**src/rtl/c_ext_pkg.sv**
```systemverilog
// Shared types and helpers for the compressed-extension fetch path.
package c_ext_pkg;

    typedef logic [15:0] halfword_t;

    localparam logic [1:0]  OPC_FULL         = 2'b11;
    localparam logic [31:0] RESET_PC_DEFAULT = 32'h0000_0000;

    // A halfword starts a 16-bit instruction unless its low opcode bits are 2'b11.
    function automatic logic is_compressed(input halfword_t hw);
        return (hw[1:0] != OPC_FULL);
    endfunction

endpackage

```
**src/rtl/c_hw_fifo.sv**
```systemverilog
// Circular halfword buffer: up to two pushes and two pops per cycle, head pair exposed.
module c_hw_fifo
    import c_ext_pkg::*;
#(
    parameter int unsigned DEPTH = 4,
    localparam int unsigned PTR_W = $clog2(DEPTH),
    localparam int unsigned CNT_W = PTR_W + 1
) (
    input  logic             clk,
    input  logic             reset,
    input  logic             flush,
    input  logic [1:0]       push_cnt,
    input  halfword_t        push_d0,
    input  halfword_t        push_d1,
    input  logic [1:0]       pop_cnt,
    output halfword_t        hw0,
    output halfword_t        hw1,
    output logic [CNT_W-1:0] count
);

    halfword_t        mem_r [DEPTH];
    logic [PTR_W-1:0] rd_ptr_r;
    logic [PTR_W-1:0] wr_ptr_r;
    logic [CNT_W-1:0] count_r;
    logic [PTR_W-1:0] rd_ptr_p1_s;
    logic [PTR_W-1:0] wr_ptr_p1_s;

    assign rd_ptr_p1_s = rd_ptr_r + PTR_W'(1);
    assign wr_ptr_p1_s = wr_ptr_r + PTR_W'(1);

    assign hw0   = mem_r[rd_ptr_r];
    assign hw1   = mem_r[rd_ptr_p1_s];
    assign count = count_r;

    // Pointer and occupancy update; flush empties the buffer outright.
    always_ff @(posedge clk) begin
        if (reset || flush) begin
            rd_ptr_r <= '0;
            wr_ptr_r <= '0;
            count_r  <= '0;
        end else begin
            rd_ptr_r <= rd_ptr_r + PTR_W'(pop_cnt);
            wr_ptr_r <= wr_ptr_r + PTR_W'(push_cnt);
            count_r  <= count_r + CNT_W'(push_cnt) - CNT_W'(pop_cnt);
        end
    end

    // Halfword storage; d0 lands at the write pointer, d1 just after it.
    always_ff @(posedge clk) begin
        if (reset) begin
            for (int i = 0; i < int'(DEPTH); i++) begin
                mem_r[i] <= 16'h0000;
            end
        end else if (!flush) begin
            if (push_cnt != 2'd0) begin
                mem_r[wr_ptr_r] <= push_d0;
            end
            if (push_cnt == 2'd2) begin
                mem_r[wr_ptr_p1_s] <= push_d1;
            end
        end
    end

endmodule

```
**src/rtl/c_fetch_align_buffer.sv**
```systemverilog
// Realigns word fetches into bit-0-aligned 16/32-bit instructions with PC.
// Optional counters (comp_cnt_o, starve_cnt_o) enabled by C_ALIGN_PERF_CNT_EN.
module c_fetch_align_buffer
    import c_ext_pkg::*;
#(
    parameter logic [31:0] RESET_PC = RESET_PC_DEFAULT,
    parameter int unsigned HW_DEPTH = 4
) (
    input  logic        clk,
    input  logic        reset,
    input  logic        redirect_i,
    input  logic [31:0] redirect_pc_i,
    output logic [31:0] fetch_addr_o,
    input  logic        fetch_valid_i,
    input  logic [31:0] fetch_rdata_i,
    output logic        fetch_ready_o,
    output logic        instr_valid_o,
    input  logic        instr_ready_i,
    output logic [31:0] instr_o,
    output logic [31:0] instr_pc_o,
    output logic        instr_compressed_o
`ifdef C_ALIGN_PERF_CNT_EN
    ,
    output logic [31:0] comp_cnt_o,
    output logic [31:0] starve_cnt_o
`endif
);

    localparam int unsigned PTR_W = $clog2(HW_DEPTH);
    localparam int unsigned CNT_W = PTR_W + 1;

    logic [31:0]      fetch_pc_r;
    logic [31:0]      out_pc_r;
    logic             skip_lo_r;

    logic [CNT_W-1:0] count_s;
    halfword_t        hw0_s;
    halfword_t        hw1_s;
    logic             hw0_comp_s;
    logic             accept_s;
    logic             pop_s;
    logic             pop_two_s;
    logic [1:0]       push_cnt_s;
    logic [1:0]       pop_cnt_s;
    halfword_t        push_d0_s;
    halfword_t        push_d1_s;
    logic             unused_pc_bit_s;

    assign unused_pc_bit_s = redirect_pc_i[0];

    assign fetch_addr_o  = fetch_pc_r;
    assign instr_pc_o    = out_pc_r;
    assign fetch_ready_o = !redirect_i && (count_s <= CNT_W'(HW_DEPTH - 2));
    assign accept_s      = fetch_valid_i && fetch_ready_o;
    assign pop_s         = instr_valid_o && instr_ready_i;
    assign pop_cnt_s     = pop_s ? (pop_two_s ? 2'd2 : 2'd1) : 2'd0;

    // Select which halves of the accepted word enter the buffer.
    always_comb begin
        push_cnt_s = 2'd0;
        push_d0_s  = fetch_rdata_i[15:0];
        push_d1_s  = fetch_rdata_i[31:16];
        if (accept_s) begin
            if (skip_lo_r) begin
                push_cnt_s = 2'd1;
                push_d0_s  = fetch_rdata_i[31:16];
            end else begin
                push_cnt_s = 2'd2;
            end
        end else begin
            push_cnt_s = 2'd0;
        end
    end

    c_hw_fifo #(
        .DEPTH (HW_DEPTH)
    ) u_hw_fifo (
        .clk      (clk),
        .reset    (reset),
        .flush    (redirect_i),
        .push_cnt (push_cnt_s),
        .push_d0  (push_d0_s),
        .push_d1  (push_d1_s),
        .pop_cnt  (pop_cnt_s),
        .hw0      (hw0_s),
        .hw1      (hw1_s),
        .count    (count_s)
    );

    // Present the head instruction; a 32-bit one waits until both halves are buffered.
    always_comb begin
        hw0_comp_s         = is_compressed(hw0_s);
        instr_valid_o      = 1'b0;
        instr_o            = 32'h0000_0000;
        instr_compressed_o = 1'b0;
        pop_two_s          = 1'b0;
        if (redirect_i) begin
            instr_valid_o = 1'b0;
        end else if (hw0_comp_s) begin
            if (count_s >= CNT_W'(1)) begin
                instr_valid_o      = 1'b1;
                instr_o            = {16'h0000, hw0_s};
                instr_compressed_o = 1'b1;
            end else begin
                instr_valid_o = 1'b0;
            end
        end else begin
            if (count_s >= CNT_W'(2)) begin
                instr_valid_o = 1'b1;
                instr_o       = {hw1_s, hw0_s};
                pop_two_s     = 1'b1;
            end else begin
                instr_valid_o = 1'b0;
            end
        end
    end

    // Fetch PC, output PC and the skip-low-half flag for halfword-aligned targets.
    always_ff @(posedge clk) begin
        if (reset) begin
            fetch_pc_r <= {RESET_PC[31:2], 2'b00};
            out_pc_r   <= {RESET_PC[31:1], 1'b0};
            skip_lo_r  <= RESET_PC[1];
        end else if (redirect_i) begin
            fetch_pc_r <= {redirect_pc_i[31:2], 2'b00};
            out_pc_r   <= {redirect_pc_i[31:1], 1'b0};
            skip_lo_r  <= redirect_pc_i[1];
        end else begin
            if (accept_s) begin
                fetch_pc_r <= fetch_pc_r + 32'd4;
                skip_lo_r  <= 1'b0;
            end
            if (pop_s) begin
                out_pc_r <= out_pc_r + (pop_two_s ? 32'd4 : 32'd2);
            end
        end
    end

`ifdef C_ALIGN_PERF_CNT_EN
    logic [31:0] comp_cnt_r;
    logic [31:0] starve_cnt_r;

    assign comp_cnt_o   = comp_cnt_r;
    assign starve_cnt_o = starve_cnt_r;

    // Event counters survive redirects; only reset clears them.
    always_ff @(posedge clk) begin
        if (reset) begin
            comp_cnt_r   <= 32'd0;
            starve_cnt_r <= 32'd0;
        end else begin
            if (pop_s && instr_compressed_o) begin
                comp_cnt_r <= comp_cnt_r + 32'd1;
            end
            if (instr_ready_i && !instr_valid_o && !redirect_i) begin
                starve_cnt_r <= starve_cnt_r + 32'd1;
            end
        end
    end
`endif

endmodule
```
**config.mk**
```make
export PLATFORM = sky130hd
export DESIGN_NAME = c_fetch_align_buffer
export DESIGN_NICKNAME = d
export VERILOG_FILES = /design/src/rtl/c_ext_pkg.sv /design/src/rtl/c_hw_fifo.sv /design/src/rtl/c_fetch_align_buffer.sv
export SDC_FILE = /design/constraint.sdc
export NUM_CORES = 1
export LEC_CHECK = 0
export CORE_MARGIN = 4
export CORE_UTILIZATION = 52
export CTS_CLUSTER_DIAMETER = 30
export CTS_CLUSTER_SIZE = 24
export DETAILED_ROUTE_END_ITERATION = 12
export PLACE_DENSITY = 0.91
export SYNTH_ARGS = -nofsm -noshare
export SYNTH_HDL_FRONTEND = slang
export SYNTH_SLANG_ARGS = --single-unit
```
**constraint.sdc**
```tcl
create_clock -name clk -period 4 [get_ports clk]
set_clock_uncertainty 0.1 [all_clocks]
set_input_delay 0.8 -clock clk [delete_from_list [all_inputs] [get_ports clk]]
set_output_delay 0.8 -clock clk [all_outputs]
set_load 0.01 [all_outputs]
```
Word-level counts from Yosys, hierarchy flattened
Memory sizes are Yosys's and may differ from the RTL's. A register that Yosys moved wholly into a read port is not among the register bits.
Cells that the tools add are included.
{"block": "classes", "add_sub_neg": 8, "magnitude_cmp": 3, "n_eq_ne": 2, "muxes": 42, "n_reduce_logical": 11}
{"cell": "32-bit 2-to-1 mux", "count": 7}
{"cell": "16-bit 2-to-1 mux", "count": 5}
{"cell": "32-bit by 3-bit adder with 32-bit output", "count": 1}
{"cell": "32-bit by 3-bit adder with 32-bit output (second input constant)", "count": 1}
{"cell": "16-bit OR reduction", "count": 2}
{"cell": "1-bit 2-to-1 mux", "count": 22}
{"cell": "2-bit 2-to-1 mux", "count": 7}
{"cell": "2-bit nonzero test", "count": 3}
{"cell": "2-bit by 1-bit adder with 2-bit output (second input constant)", "count": 2}
{"cell": "2-bit adder", "count": 2}
{"cell": "3-bit by 2-bit adder with 3-bit output", "count": 1}
{"cell": "3-bit by 1-bit greater-or-equal comparator with 1-bit output (second input constant)", "count": 1}
{"cell": "3-bit by 2-bit greater-or-equal comparator with 1-bit output (second input constant)", "count": 1}
{"cell": "3-bit by 2-bit less-or-equal comparator with 1-bit output (second input constant)", "count": 1}
{"cell": "1-bit logical AND", "count": 3}
{"cell": "3-bit 2-to-1 mux", "count": 1}
{"cell": "3-bit by 2-bit subtractor with 3-bit output", "count": 1}
{"cell": "2-bit == test (second input constant)", "count": 1}
{"cell": "2-bit inequality test (second input constant)", "count": 1}
{"cell": "2-bit OR reduction", "count": 1}
{"cell": "1-bit zero test", "count": 1}
{"cell": "1-bit logical OR", "count": 1}
{"block": "word_totals", "ff_bits": 72, "ram_bits": 64, "inputBits": 69, "output_inout_bits": 99, "wordCells": 75, "n_memories": 1}
{"name": "u_hw_fifo.mem_r", "depth": 4, "width": 16, "rd": 2, "rd_clocked_by_memory_dff": 1, "write_ports": 4, "line_no": "c_hw_fifo.sv:21", "rtl": "halfword_t mem_r [DEPTH];"}

Logic depth before layout (Yosys ltp)
{"block": "logic_depth", "word_depth": 11, "ltp_mapped": 12, "mapped_depth_nobuf": 11}

Cells and area by module
Synthesis repeated with hierarchy kept, for this count alone.
{"block": "unflattened", "cells_unflattened": 754, "area_unflattened_um2": 8003.9}
{"mod": "c_fetch_align_buffer", "n_inst": 1, "cells_each": 505, "area_each_um2": 4007.6, "seq_area_each_um2": 1241.2}
{"mod": "c_hw_fifo", "n_inst": 1, "cells_each": 249, "area_each_um2": 3996.3, "seq_area_each_um2": 2062.0}

Least setup slack after synthesis
No wires, ideal clock.
{"block": "synth_timing", "kind": "input-to-reg", "from": "in redirect_i", "to": "reg out_pc_r[25], in the netlist instr_pc_o[25]", "setup_time_ps": 91, "arrival_time_ps": 3259, "t_required_ps": 3809, "setup_slack_ps": 550, "stages": 11, "n_path_buf": 3, "cell_sequence": "clkbuf_1 -> inv_2 -> nand4_1 -> clkbuf_1 -> ha_1 -> fa_1 -> nand3_1 -> a211o_1 -> buf_2 -> or4_1 -> a311oi_1"}
{"block": "synth_between", "elab_chain_cells": 5, "word_cells_on_any_way": 8, "cone_classes": "1 x add/sub; 5 x mux; 2 x reduce/logical"}
{"element": "from (decl)", "line_no": "c_fetch_align_buffer.sv:11", "rtl": "input logic redirect_i,"}
{"element": "1-bit 2-to-1 mux", "line_no": "c_fetch_align_buffer.sv:97", "rtl": "if (redirect_i) begin"}
{"element": "3-bit 2-to-1 mux", "line_no": "c_fetch_align_buffer.sv:134", "rtl": "out_pc_r <= out_pc_r + (pop_two_s ? 32'd4 : 32'd2);"}
{"element": "32-bit by 3-bit adder with 32-bit output", "line_no": "c_fetch_align_buffer.sv:134"}
{"element": "32-bit 2-to-1 mux", "line_no": "c_fetch_align_buffer.sv:133", "rtl": "if (pop_s) begin"}
{"element": "32-bit 2-to-1 mux", "line_no": "c_fetch_align_buffer.sv:124", "rtl": "end else if (redirect_i) begin"}
{"element": "to (signal assigned)", "line_no": "c_fetch_align_buffer.sv:122", "rtl": "out_pc_r <= {RESET_PC[31:1], 1'b0};"}
{"element": "to (signal assigned)", "line_no": "c_fetch_align_buffer.sv:126", "rtl": "out_pc_r <= {redirect_pc_i[31:1], 1'b0};"}
{"element": "to (signal assigned)", "line_no": "c_fetch_align_buffer.sv:134"}
{"element": "to (decl)", "line_no": "c_fetch_align_buffer.sv:33", "rtl": "logic [31:0] out_pc_r;"}
Parallel ways exist; a longest one is shown, timed or not. The select of a mux whose other input is x is not followed.
A chain may end at the register's enable or synchronous reset.

==> results.md <==
Power and ir drop:
- Power spread over the standard cell area amounts to ~360 mW/mm^2.
- The leakage power total is 0.003647 uW.
- VDD sags by at most 398.6 uV.
- The overall power consumption is about 3800 uW.

Global route:
- The initial antenna violation count came to 0.
- For this run the aggregate overflow at the end of global routing stands at 0.
- The first global-routing pass estimated 42,660 microns of wire.
- The global routing usage summed across all routing layers is 0.3032.
- The via count of the first global-routing pass is ~7,600.
- Entering global routing, the biggest net connects a little under 50 pins.

Job:
- Across the run, the number of max-cap violations was 0.

Route:
- In the final routed layout, each cell accounts on average for 22.36 microns.
- The total via count in the routed design is around 8,400.
- The remaining number of nets flagged by the antenna check after routing is 0.
- The DRC violation total after the first TritonRoute iteration is 1,315.
- The first-pass detailed-route iteration total is 6.
- After detailed routing, the number of remaining DRC violations is 0.
- For this block, the routed nets add up to 27,950 microns of wire.
- Using the TritonRoute via totals, the vias-per-cell ratio works out to 6.731.

Min path:
- In this run the worst hold path is classified as register to register.
- The startpoint identified for the worst hold timing path is instr_pc_o[1].
- For hold timing, the worst endpoint is instr_pc_o[1].
- The count of cells along the worst hold path is 2.

Synthesis:
- The number of warnings reported in the yosys synthesis log is 0.
- The primary flip-flop cell chosen by synthesis mapping is sky130_fd_sc_hd__dfxtp_1.
- Each instance of the synthesized netlist takes up on average around 9 sq um.
- Synthesis instantiated between 60 and 70 different standard cells from the library.
- Ranked by total cell area, the synthesized netlist is headed by sky130_fd_sc_hd__edfxtp_1 23%, sky130_fd_sc_hd__dfxtp_1 17%, sky130_fd_sc_hd__mux4_2 8.8%.
- Summing every instance area after synthesis gives 0.008212 sq mm.
- After synthesis the netlist holds a flip-flop and latch count of between 100 and 150.
- Counting flops with a built-in enable in the synthesized netlist gives 64.
- Of the post-synthesis cell area, the dominant cell type holds 0.2340.
- The portion of the post-synthesis area used by sequential elements is 0.4023.
- Summed over all instances, the cell type with the most area after synthesis is sky130_fd_sc_hd__edfxtp_1.
- In the synthesized netlist the async set-or-reset flop fraction comes to 0.
- Synthesis produced a netlist whose cell count is around 890.

Floorplanning:
- The placeable core region is 0.01531 sq mm.
- The die covers 0.01787 sq mm.
- For this configuration, the core starts out at a cell density of 0.5362.
- The initialized floorplan defines 45 standard-cell rows.
- For this design the top-level I/O count stands at 168.
- The die width is 133.7 microns.
- The chip height is around 130 microns.

Critical path:
- Along the worst path, the maximum fanout reaches 16.
- The sort of element at the end of the critical path is a primary output.
- The setup check on the worst reg-to-reg path leaves a slack of 0.65 ns.
- The endpoint identified for the worst register-to-register timing path is instr_pc_o[15].
- STA classifies the critical path startpoint as a register.
- Data on the critical path is required at its endpoint by 3.10 ns.
- STA puts the critical path data arrival time at 2.84 ns.
- The path depth of the worst reg2reg path is 8.
- The critical path is of the register to primary output type.
- The worst register-to-register path begins at u_hw_fifo.rd_ptr_r[0].

Timing:
- Setup repair after global routing left no endpoint under its margin.
- Counting I/O delays and the setup requirement, the final critical path takes 3.738 ns.
- The relative slew slack is 0.3988.
- At the pin with the least slew margin, the transition time is 0.9017 ns.
- The setup slack after layout is 0.2622 ns.
- The maximum achievable frequency is 267.5 MHz.
- The final-layout setup total negative slack is 0 ns.
- The share of the clock period used by the worst path after layout is 0.9344.
- The final number of max-transition violations is 0.
- The count of final setup violators is 0.
- The total count of hold-check failures in the final report is 0.

Clock network:
- After clock tree synthesis, the repair step resized 0 gates.
- After clock tree synthesis, the clock-pin slew on the worst setup and hold paths is about 0.06 ns.
- The CTS H-tree depth is 4.
- The number of clock sinks seen by CTS is 133.
- The CTS root buffer is sky130_fd_sc_hd__clkbuf_16.
- The clock tree from TritonCTS is built.
- For the worst-skew pair, the clock arrives at the later sink with an insertion delay of 0.43 ns.
- Buffers inserted during clock tree synthesis total 17.
- The maximum buffer depth of the clock tree is 2.
- Buffers inserted to repair hold after CTS numbered 0.
- Buffers added to address setup during post-CTS repair amount to 0.

Run status:
- The flow ran to the end, and the final reports show no timing, DRC or antenna violations.

Finish:
- The cell area after layout is 0.01061 sq mm.
- Of the cells placed in the final design, the portion with a size suffix greater than 1 is 0.1126.
- The multi-input logic area is between 0.004 and 0.005 sq mm.
- Fill cells in the final layout number 1,068.
- The net count of the finished layout is 1,103.
- The most common cell after layout, fill and taps aside is sky130_fd_sc_hd__clkdlybuf4s50_1.
- The repair_antennas step left the layout with diodes totalling 0.
- The area growth from synthesis to layout is 29.25%.
- In the layout the commonest cells are 162 x sky130_fd_sc_hd__clkdlybuf4s50_1, 113 x sky130_fd_sc_hd__nor2_1, 82 x sky130_fd_sc_hd__nand2_1.
- The combined flip-flop and latch cell area is 0.003304 sq mm.

Placement:
- The worst-case setup slack after placement is 0.4406 ns.
- The detailed placer's ending HPWL is approximately 18,000 microns.
- The area after detailed placement is 0.01003 sq mm.
- The congestion estimate from routability-driven global placement came to a little over 0.9.
- In this run the tool buffered the top-level ports with 163 buffer cells.
==> synth_stat cells (all sizes together) (15+ instances only) <==
cell / n
nor2: 114
nand2: 82
a21oi: 78
dfxtp: 69
clkbuf: 66
edfxtp: 64
mux4: 32
a211oi: 22
and3: 21
xnor2: 21
a22oi: 20
inv: 19
nand4: 19
nor2b: 19
nand3: 18
o21ai: 18
a31oi: 17
mux2i: 17
a22o: 16
buf: 15
==> metal layers <==
layer	global-route usage	up-vias	part of all wire
li1	-	3618	-
met1	0.4004	3938	0.36
met2	0.4870	738	0.47
met3	0.06571	120	0.13
met4	0.1246	0	0.042
met5	0	-	0
==> area by class of cell <==
class	instances	area share
timing repair buffer	195	0.1759
sequential	133	0.3113
multi-input combinational	660	0.4265
clock buffer	21	0.04550
inverter	19	0.006719
clock inverter	11	0.009195
tap	211	0.02487
==> worst max-delay path by stage <==
stage	from	end	depth (start not counted)
after floorplan	redirect_i	instr_pc_o[25]	11
after global placement	redirect_i	instr_pc_o[19]	9
after detailed placement	redirect_i	instr_pc_o[19]	9
after CTS	u_hw_fifo.rd_ptr_r[0]	instr_o[1]	6
after global routing	u_hw_fifo.rd_ptr_r[0]	instr_o[15]	6
final	u_hw_fifo.rd_ptr_r[0]	instr_o[1]	6
==> metrics by stage <==
step	util	std cells	hold WS, ns
2_1_floorplan	-	893	0.4090
3_3_place_gp	0.6551	1218	0.3895
3_5_place_dp	0.6551	1218	0.4109
4_1_cts	0.6931	1250	0.4187
5_1_grt	0.6931	1250	0.4550
6_report	0.6931	1250	0.4118
==> critical path: stages (launching register included) <==
cell                              delay, ns
sky130_fd_sc_hd__dfxtp_2               0.42
sky130_fd_sc_hd__mux4_2                0.61
sky130_fd_sc_hd__a21o_1                0.20
sky130_fd_sc_hd__nand2_1               0.14
sky130_fd_sc_hd__buf_4                 0.26
sky130_fd_sc_hd__and3_1                0.21
sky130_fd_sc_hd__clkdlybuf4s50_1       0.55
==> flip-flops by register name, indices dropped and copies added, names as in the netlist <==
| name | cells |
|---|---|
| u_hw_fifo.wr_ptr_r | 2 |
| instr_pc_o | 31 |
| u_hw_fifo.mem_r | 64 |
| u_hw_fifo.rd_ptr_r | 2 |
| fetch_addr_o | 30 |
| skip_lo_r | 1 |
| u_hw_fifo.count | 3 |
==> cell families (layout without fill, tap and decap cells) <==
logic type                 Yosys count  count (layout)  share of synthesized area
xor gates and xnor gates            24              24                    0.02560
other                                1               3                  0.0004567
adders and majority gates            8               8                    0.01493
muxes                               52              52                     0.1126
buffers and inverters              100             246                    0.04769
AOI/OAI and AO/OA                  236             236                     0.1982
DFF                                133             133                     0.4023
and+or+nand+nor                    337             337                     0.1982
==> power by group <==
group / leakage [uW] / switching, uW / total [uW] / internal [uW]
clock: 0.000280 / 615 / 1540 / 927
combinational: 0.00213 / 357 / 666 / 308
sequential: 0.00124 / 91.7 / 1610 / 1520
(Power assumes the default switching activity.)
